`src/rtl/ram_master_if.sv`:
```
// ram_master_if: processor request/response and SDRAM-side signal bundle.
// The master modport is the ram_master view; slave is the processor/SDRAM environment.
interface ram_master_if;
  logic        req_valid;
  logic        req_we;
  logic [23:0] req_addr;
  logic [15:0] req_wdata;
  logic        req_ready;
  logic        resp_valid;
  logic [15:0] resp_data;
  logic        resp_err;
  logic [23:0] ram_addr;
  logic [15:0] ram_wr_data;
  logic        ram_wr_en;
  logic        ram_rd_en;
  logic        ram_busy;
  logic [15:0] ram_rd_data;
  logic        ram_rd_ready;
  logic        ram_rd_ack;
  logic [7:0]  stray_count;

  modport master (
    input  req_valid, req_we, req_addr, req_wdata, ram_busy, ram_rd_data, ram_rd_ready,
    output req_ready, resp_valid, resp_data, resp_err, ram_addr, ram_wr_data,
           ram_wr_en, ram_rd_en, ram_rd_ack, stray_count
  );

  modport slave (
    output req_valid, req_we, req_addr, req_wdata, ram_busy, ram_rd_data, ram_rd_ready,
    input  req_ready, resp_valid, resp_data, resp_err, ram_addr, ram_wr_data,
           ram_wr_en, ram_rd_en, ram_rd_ack, stray_count
  );
endinterface

```
`src/rtl/ram_master.sv`:
```
// ram_master: sequences single processor requests onto the SDRAM request FIFOs.
// Optional read-wait timeout is enabled by defining RAM_MASTER_TIMEOUT_EN.
module ram_master #(
  parameter int unsigned TIMEOUT_CYCLES = 255
) (
  input  logic         clk,
  input  logic         rst,
  ram_master_if.master bus
);

  typedef enum logic [1:0] {
    IDLE  = 2'd0,
    ISSUE = 2'd1,
    WAIT  = 2'd2
  } state_t;

  if ((TIMEOUT_CYCLES < 1) || (TIMEOUT_CYCLES > 65535)) begin : g_timeout_range
    $error("TIMEOUT_CYCLES must be within 1..65535");
  end

  state_t      state_r;
  state_t      state_next_s;
  logic        we_r;
  logic [23:0] ram_addr_r;
  logic [15:0] ram_wr_data_r;
  logic [15:0] resp_data_r;
  logic        resp_valid_r;
  logic        resp_err_r;
  logic [7:0]  stray_count_r;

  logic        accept_s;
  logic        req_ready_s;
  logic        wr_en_s;
  logic        rd_en_s;
  logic        rd_ack_s;
  logic        stray_s;
  logic        rsp_load_s;
  logic        rsp_err_s;
  logic        timeout_s;

`ifdef RAM_MASTER_TIMEOUT_EN
  localparam logic [15:0] TIMEOUT_LAST = 16'(TIMEOUT_CYCLES - 1);
  logic [15:0] wait_cnt_r;

  assign timeout_s = (wait_cnt_r == TIMEOUT_LAST);
`else
  assign timeout_s = 1'b0;
`endif

  // Next-state and combinational handshake/enable decode; everything is forced low in reset
  always_comb begin
    state_next_s = state_r;
    req_ready_s  = 1'b0;
    accept_s     = 1'b0;
    wr_en_s      = 1'b0;
    rd_en_s      = 1'b0;
    rd_ack_s     = 1'b0;
    stray_s      = 1'b0;
    rsp_load_s   = 1'b0;
    rsp_err_s    = 1'b0;
    if (rst) begin
      case (state_r)
        IDLE: begin
          req_ready_s = !bus.ram_busy;
          accept_s    = !bus.ram_busy && bus.req_valid;
          stray_s     = bus.ram_rd_ready;
          rd_ack_s    = bus.ram_rd_ready;
          if (accept_s) begin
            state_next_s = ISSUE;
          end else begin
            state_next_s = IDLE;
          end
        end
        ISSUE: begin
          stray_s  = bus.ram_rd_ready;
          rd_ack_s = bus.ram_rd_ready;
          if (!bus.ram_busy) begin
            wr_en_s      = we_r;
            rd_en_s      = !we_r;
            state_next_s = we_r ? IDLE : WAIT;
          end else begin
            state_next_s = ISSUE;
          end
        end
        WAIT: begin
          // Data on the timeout cycle wins over the timeout
          if (bus.ram_rd_ready) begin
            rd_ack_s     = 1'b1;
            rsp_load_s   = 1'b1;
            state_next_s = IDLE;
          end else if (timeout_s) begin
            rsp_load_s   = 1'b1;
            rsp_err_s    = 1'b1;
            state_next_s = IDLE;
          end else begin
            state_next_s = WAIT;
          end
        end
        default: begin
          state_next_s = IDLE;
        end
      endcase
    end else begin
      state_next_s = IDLE;
    end
  end

  // State register
  always_ff @(posedge clk or negedge rst) begin
    if (!rst) begin
      state_r <= IDLE;
    end else begin
      state_r <= state_next_s;
    end
  end

  // Request latch, response capture and stray-word counter
  always_ff @(posedge clk or negedge rst) begin
    if (!rst) begin
      we_r          <= 1'b0;
      ram_addr_r    <= 24'h000000;
      ram_wr_data_r <= 16'h0000;
      resp_data_r   <= 16'h0000;
      resp_valid_r  <= 1'b0;
      resp_err_r    <= 1'b0;
      stray_count_r <= 8'h00;
    end else begin
      if (accept_s) begin
        we_r          <= bus.req_we;
        ram_addr_r    <= bus.req_addr;
        ram_wr_data_r <= bus.req_wdata;
      end
      resp_valid_r <= rsp_load_s;
      if (rsp_load_s) begin
        resp_data_r <= rsp_err_s ? 16'hFFFF : bus.ram_rd_data;
        resp_err_r  <= rsp_err_s;
      end
      if (stray_s && (stray_count_r != 8'hFF)) begin
        stray_count_r <= stray_count_r + 8'd1;
      end
    end
  end

`ifdef RAM_MASTER_TIMEOUT_EN
  // Read-wait counter: restarts on WAIT entry, advances on each empty WAIT cycle
  always_ff @(posedge clk or negedge rst) begin
    if (!rst) begin
      wait_cnt_r <= 16'h0000;
    end else if ((state_r == ISSUE) && (state_next_s == WAIT)) begin
      wait_cnt_r <= 16'h0000;
    end else if ((state_r == WAIT) && !bus.ram_rd_ready && !timeout_s) begin
      wait_cnt_r <= wait_cnt_r + 16'd1;
    end
  end
`endif

  assign bus.req_ready   = req_ready_s;
  assign bus.ram_wr_en   = wr_en_s;
  assign bus.ram_rd_en   = rd_en_s;
  assign bus.ram_rd_ack  = rd_ack_s;
  assign bus.ram_addr    = ram_addr_r;
  assign bus.ram_wr_data = ram_wr_data_r;
  assign bus.resp_valid  = resp_valid_r;
  assign bus.resp_data   = resp_data_r;
  assign bus.resp_err    = resp_err_r;
  assign bus.stray_count = stray_count_r;

endmodule

```
`src/flat_wrapper.sv`:
```
// flat-port wrapper written by rule: the top's interface ports become plain ports
module ram_master_flat 
#(
  parameter int unsigned TIMEOUT_CYCLES = 255
)
  (clk, rst, bus_req_valid, bus_req_we, bus_req_addr, bus_req_wdata, bus_ram_busy, bus_ram_rd_data, bus_ram_rd_ready, bus_req_ready, bus_resp_valid, bus_resp_data, bus_resp_err, bus_ram_addr, bus_ram_wr_data, bus_ram_wr_en, bus_ram_rd_en, bus_ram_rd_ack, bus_stray_count);
  ram_master_if bus_i ();
  input  logic clk;
  input  logic rst;
  input wire logic [$bits(bus_i.req_valid)-1:0] bus_req_valid;
  input wire logic [$bits(bus_i.req_we)-1:0] bus_req_we;
  input wire logic [$bits(bus_i.req_addr)-1:0] bus_req_addr;
  input wire logic [$bits(bus_i.req_wdata)-1:0] bus_req_wdata;
  input wire logic [$bits(bus_i.ram_busy)-1:0] bus_ram_busy;
  input wire logic [$bits(bus_i.ram_rd_data)-1:0] bus_ram_rd_data;
  input wire logic [$bits(bus_i.ram_rd_ready)-1:0] bus_ram_rd_ready;
  output wire logic [$bits(bus_i.req_ready)-1:0] bus_req_ready;
  output wire logic [$bits(bus_i.resp_valid)-1:0] bus_resp_valid;
  output wire logic [$bits(bus_i.resp_data)-1:0] bus_resp_data;
  output wire logic [$bits(bus_i.resp_err)-1:0] bus_resp_err;
  output wire logic [$bits(bus_i.ram_addr)-1:0] bus_ram_addr;
  output wire logic [$bits(bus_i.ram_wr_data)-1:0] bus_ram_wr_data;
  output wire logic [$bits(bus_i.ram_wr_en)-1:0] bus_ram_wr_en;
  output wire logic [$bits(bus_i.ram_rd_en)-1:0] bus_ram_rd_en;
  output wire logic [$bits(bus_i.ram_rd_ack)-1:0] bus_ram_rd_ack;
  output wire logic [$bits(bus_i.stray_count)-1:0] bus_stray_count;
  assign bus_i.req_valid = bus_req_valid;
  assign bus_i.req_we = bus_req_we;
  assign bus_i.req_addr = bus_req_addr;
  assign bus_i.req_wdata = bus_req_wdata;
  assign bus_i.ram_busy = bus_ram_busy;
  assign bus_i.ram_rd_data = bus_ram_rd_data;
  assign bus_i.ram_rd_ready = bus_ram_rd_ready;
  assign bus_req_ready = bus_i.req_ready;
  assign bus_resp_valid = bus_i.resp_valid;
  assign bus_resp_data = bus_i.resp_data;
  assign bus_resp_err = bus_i.resp_err;
  assign bus_ram_addr = bus_i.ram_addr;
  assign bus_ram_wr_data = bus_i.ram_wr_data;
  assign bus_ram_wr_en = bus_i.ram_wr_en;
  assign bus_ram_rd_en = bus_i.ram_rd_en;
  assign bus_ram_rd_ack = bus_i.ram_rd_ack;
  assign bus_stray_count = bus_i.stray_count;
  ram_master #(.TIMEOUT_CYCLES(TIMEOUT_CYCLES)) u_core (.clk(clk), .rst(rst), .bus(bus_i));
endmodule
```
`config.mk`:
```
export PLATFORM = sky130hd
export DESIGN_NAME = ram_master_flat
export DESIGN_NICKNAME = d
export VERILOG_FILES = /design/src/rtl/ram_master_if.sv /design/src/rtl/ram_master.sv /design/src/flat_wrapper.sv
export SDC_FILE = /design/constraint.sdc
export NUM_CORES = 1
export LEC_CHECK = 0
export CAP_MARGIN = 15
export CORE_MARGIN = 5
export CORE_UTILIZATION = 43
export DETAILED_ROUTE_END_ITERATION = 6
export PLACE_DENSITY = 0.82
export SYNTH_ARGS = -nofsm -noshare
export SYNTH_HDL_FRONTEND = slang
export SYNTH_SLANG_ARGS = --single-unit
```
`constraint.sdc`:
```
create_clock -name clk -period 4.2 [get_ports clk]
set_input_delay 0.63 -clock clk [delete_from_list [all_inputs] [get_ports clk]]
set_output_delay 0.63 -clock clk [all_outputs]
set_load 0.05 [all_outputs]
```
==> metrics.cfg <==
[synth]
yosysWarnings = 0
synth_edf_count = 0
synth_area_sq_um = 2710
yosys-top-cells-area = dfrtp_1, mux2_2, mux2_4
ys_types = 29
yosys.area.top_type = dfrtp_1
syn_inst = 176
postSynthNetCount = 239
avgSynthCellArea_sq_um = 15.4
ys_seq_area_share_pct = 62.9
synth.top_cell.area_share_pct = 62.9
synthFlopType = dfrtp_1
synth.ff_latch_count = 68
synthArstFlopShare_pct = 100

[global_route]
grt_pass1_vias = 2091
antenna_found_initial = 0
gr-total-overflow = 0
grt_use_total_pct = 16.6
grt_max_degree = 71
grt_pass1_wl_microns = 10100

[layout]
drive_gt1_share_pct = 23.3
layout.nets = 376
syn_to_final_growth_pct = 55.9
antennaDiodeCount = 0
fin_util_pct = 70.0

[cts]
clk_latency_ps = 320
cts_tree = built
cts_made_buffers = 9
hold_buffers = 0
cts_max_path_buffers = 2
cts.sinks = 68
cts_root_buf = clkbuf_8
ctsResizeCount = 0
post_cts_buffers = 0
clk_pin_slew_ps = 60
htree_levels = 3

[drt]
drc = 0
detail-route-antenna-nets = 0
viasPerCell = 4.90
route.vias.total = 1920
routed_wirelength_microns = 6400
drtPass1Iterations = 4
drt_iter0_markers = 60
drt-wirelength-per-cell_microns = 16.3

[critical_path]
required_ps = 3570
cp-startpoint = bus_ram_busy
reg2regPathDepth = 3
start_kind = input port
slowest_stage = clkdlybuf4s50_1
end_kind = primary output
r2r_start = u_core.state_r[0]
arrival_ps = 2300
crit_buf_inv = 2
r2r_setup_slack_ps = 2290
cp-endpoint = bus_ram_rd_en
slowest_delay_ps = 820
cp_cell_sequence = clkdlybuf4s50_1 > nor2_1 > nand2_1 > nor2_1 > clkdlybuf4s50_1
crit_cells = 5
path_delay_family = buffers and inverters
rr_endpoint = u_core.bus.resp_data[3]
crit_type = input port to primary output
worst-path-max-fanout = 5

[timing]
setup_tns_ps = 0
rsz0062_at_grt = no
maxSlewViolCount = 0
finalSetupViolCount = 0
slew_headroom_pct = 39.2
fin_crit_sh_pct = 69.7
fin_skew_ps = 5.24
tightest_slew_ps = 912
fin_crit_ps = 2930
hold_viol_final = 0
fmaxAchievable_ghz = 0.342

[power]
ir_worst_vdd_v = 0.000445
power_density_nw_per_um2 = 579
p_leak_nw = 1.84
power_mw = 2.44

[floorplan]
die_y_microns = 89.3
num_rows = 28
initial_core_util_pct = 44.9
core_area_sq_um = 6030
fp.dieW_microns = 89.3
pin_count = 132
die_area_sq_um = 7980

[hold_path]
worstHoldPathType = flop to flop
hold_depth = 1

[flow_run]
cap_viol_max_count = 0

[place]
port_buffers = 130
hpwlAfterDp_microns = 4940
gp_congestion = 0.781

[status]
status = finished, final reports clean

[stage by stage]
step | std cells | cell area, sq um | hold WS (ps) | setup WS (ps)
global placement | 377 | 4070 | 479 | 1290
finish | 392 | 4220 | 497 | 1270
detailed placement | 377 | 4070 | 484 | 1270
global route | 392 | 4220 | 526 | 1180
CTS | 392 | 4220 | 498 | 1270
floorplan | 176 | 2710 | 334 | 2000
[power by group]
| part | internal (mW) | switching, mW |
|---|---|---|
| logic | 0.421 | 0.682 |
| registers | 0.804 | 0.103 |
| clock network | 0.209 | 0.222 |
[cell usage after synthesis (2+ instances only)]
library cell	n
dfrtp_1	68
mux2_2	47
mux2_4	9
nand2_1	8
nor2_1	5
buf_2	4
xnor2_1	4
a21oi_1	3
and3_1	3
buf_6	2
mux2_1	2
nand4_1	2
nor3_1	2
xor2_1	2
[per-layer routing]
| layer | vias to the layer above | part of all wire [%] | global-route usage, % |
|---|---|---|---|
| li1 | 883 | - | - |
| met5 | - | 0 | 0 |
| met1 | 937 | 39 | 20.0 |
| met3 | 8 | 12 | 6.73 |
| met2 | 92 | 47 | 27.1 |
| met4 | 0 | 1.2 | 5.28 |
[worst min-delay path by stage]
| stage | endpoint | slack, ps | from |
|---|---|---|---|
| after global placement | u_core.bus.ram_wr_data[7] | 480 | u_core.bus.ram_wr_data[7] |
| final | u_core.bus.ram_wr_data[6] | 500 | u_core.bus.ram_wr_data[6] |
| after global routing | u_core.bus.ram_addr[20] | 530 | u_core.bus.ram_addr[20] |
| after detailed placement | u_core.bus.ram_wr_data[6] | 480 | u_core.bus.ram_wr_data[6] |
| after CTS | u_core.bus.ram_wr_data[6] | 500 | u_core.bus.ram_wr_data[6] |
| after floorplan | u_core.bus.ram_addr[0] | 330 | rst |
[cells in the final DEF, fill, tap and decap left out, drive strengths merged]
| cell | synthesis | layout |
|---|---|---|
| nand2b | 2 | 2 |
| nand2 | 8 | 8 |
| nor2 | 5 | 5 |
| conb | 1 | 1 |
| nand3b | 1 | 1 |
| a41oi | 1 | 1 |
| xor2 | 2 | 2 |
| inv | 1 | 1 |
| clkinv | 0 | 3 |
| or2 | 1 | 1 |
| dfrtp | 68 | 68 |
| nand4 | 2 | 2 |
| o21a | 1 | 1 |
| nand3 | 1 | 1 |
| nor4b | 1 | 1 |
| mux2 | 58 | 58 |
| xnor2 | 4 | 4 |
| buf | 7 | 4 |
| ha | 1 | 1 |
| and4 | 1 | 1 |
| nor3 | 3 | 3 |
| clkdlybuf4s50 | 0 | 129 |
| and3 | 3 | 3 |
| a21oi | 3 | 3 |
| clkbuf | 0 | 12 |
| nor2b | 1 | 1 |
[sequential cells by signal, summed over array words and instances (netlist names)]
signal and count:
u_core.bus.ram_wr_data 16, u_core.state_r 2, u_core.we_r 1, u_core.bus.resp_data 16, u_core.bus.resp_valid 1, u_core.bus.stray_count 8
u_core.bus.ram_addr 24
[kinds of logic after synthesis]
logic type               count (synthesis)  synth area share, %
flip-flops                              68                 62.9
multiplexers                            58                 25.4
AND/OR/NAND/NOR                         29                 6.01
buffers and inverters                    8                 1.99
XOR/XNOR                                 6                 1.94
AO/OA/AOI/OAI                            5                 1.16
adder cells (fa/ha/maj)                  1                0.462
other                                    1                0.139
[layout make-up]
type / count / area (sq um)
clock buffer: 12 / 135
multi-input combinational: 100 / 950
sequential: 68 / 1700
inverter: 1 / 3.75
clock inverter: 3 / 15.0
timing repair buffer: 133 / 1320
tap: 75 / 93.8
fill: 449 / 1810
Power figures use the tool's default switching activity.
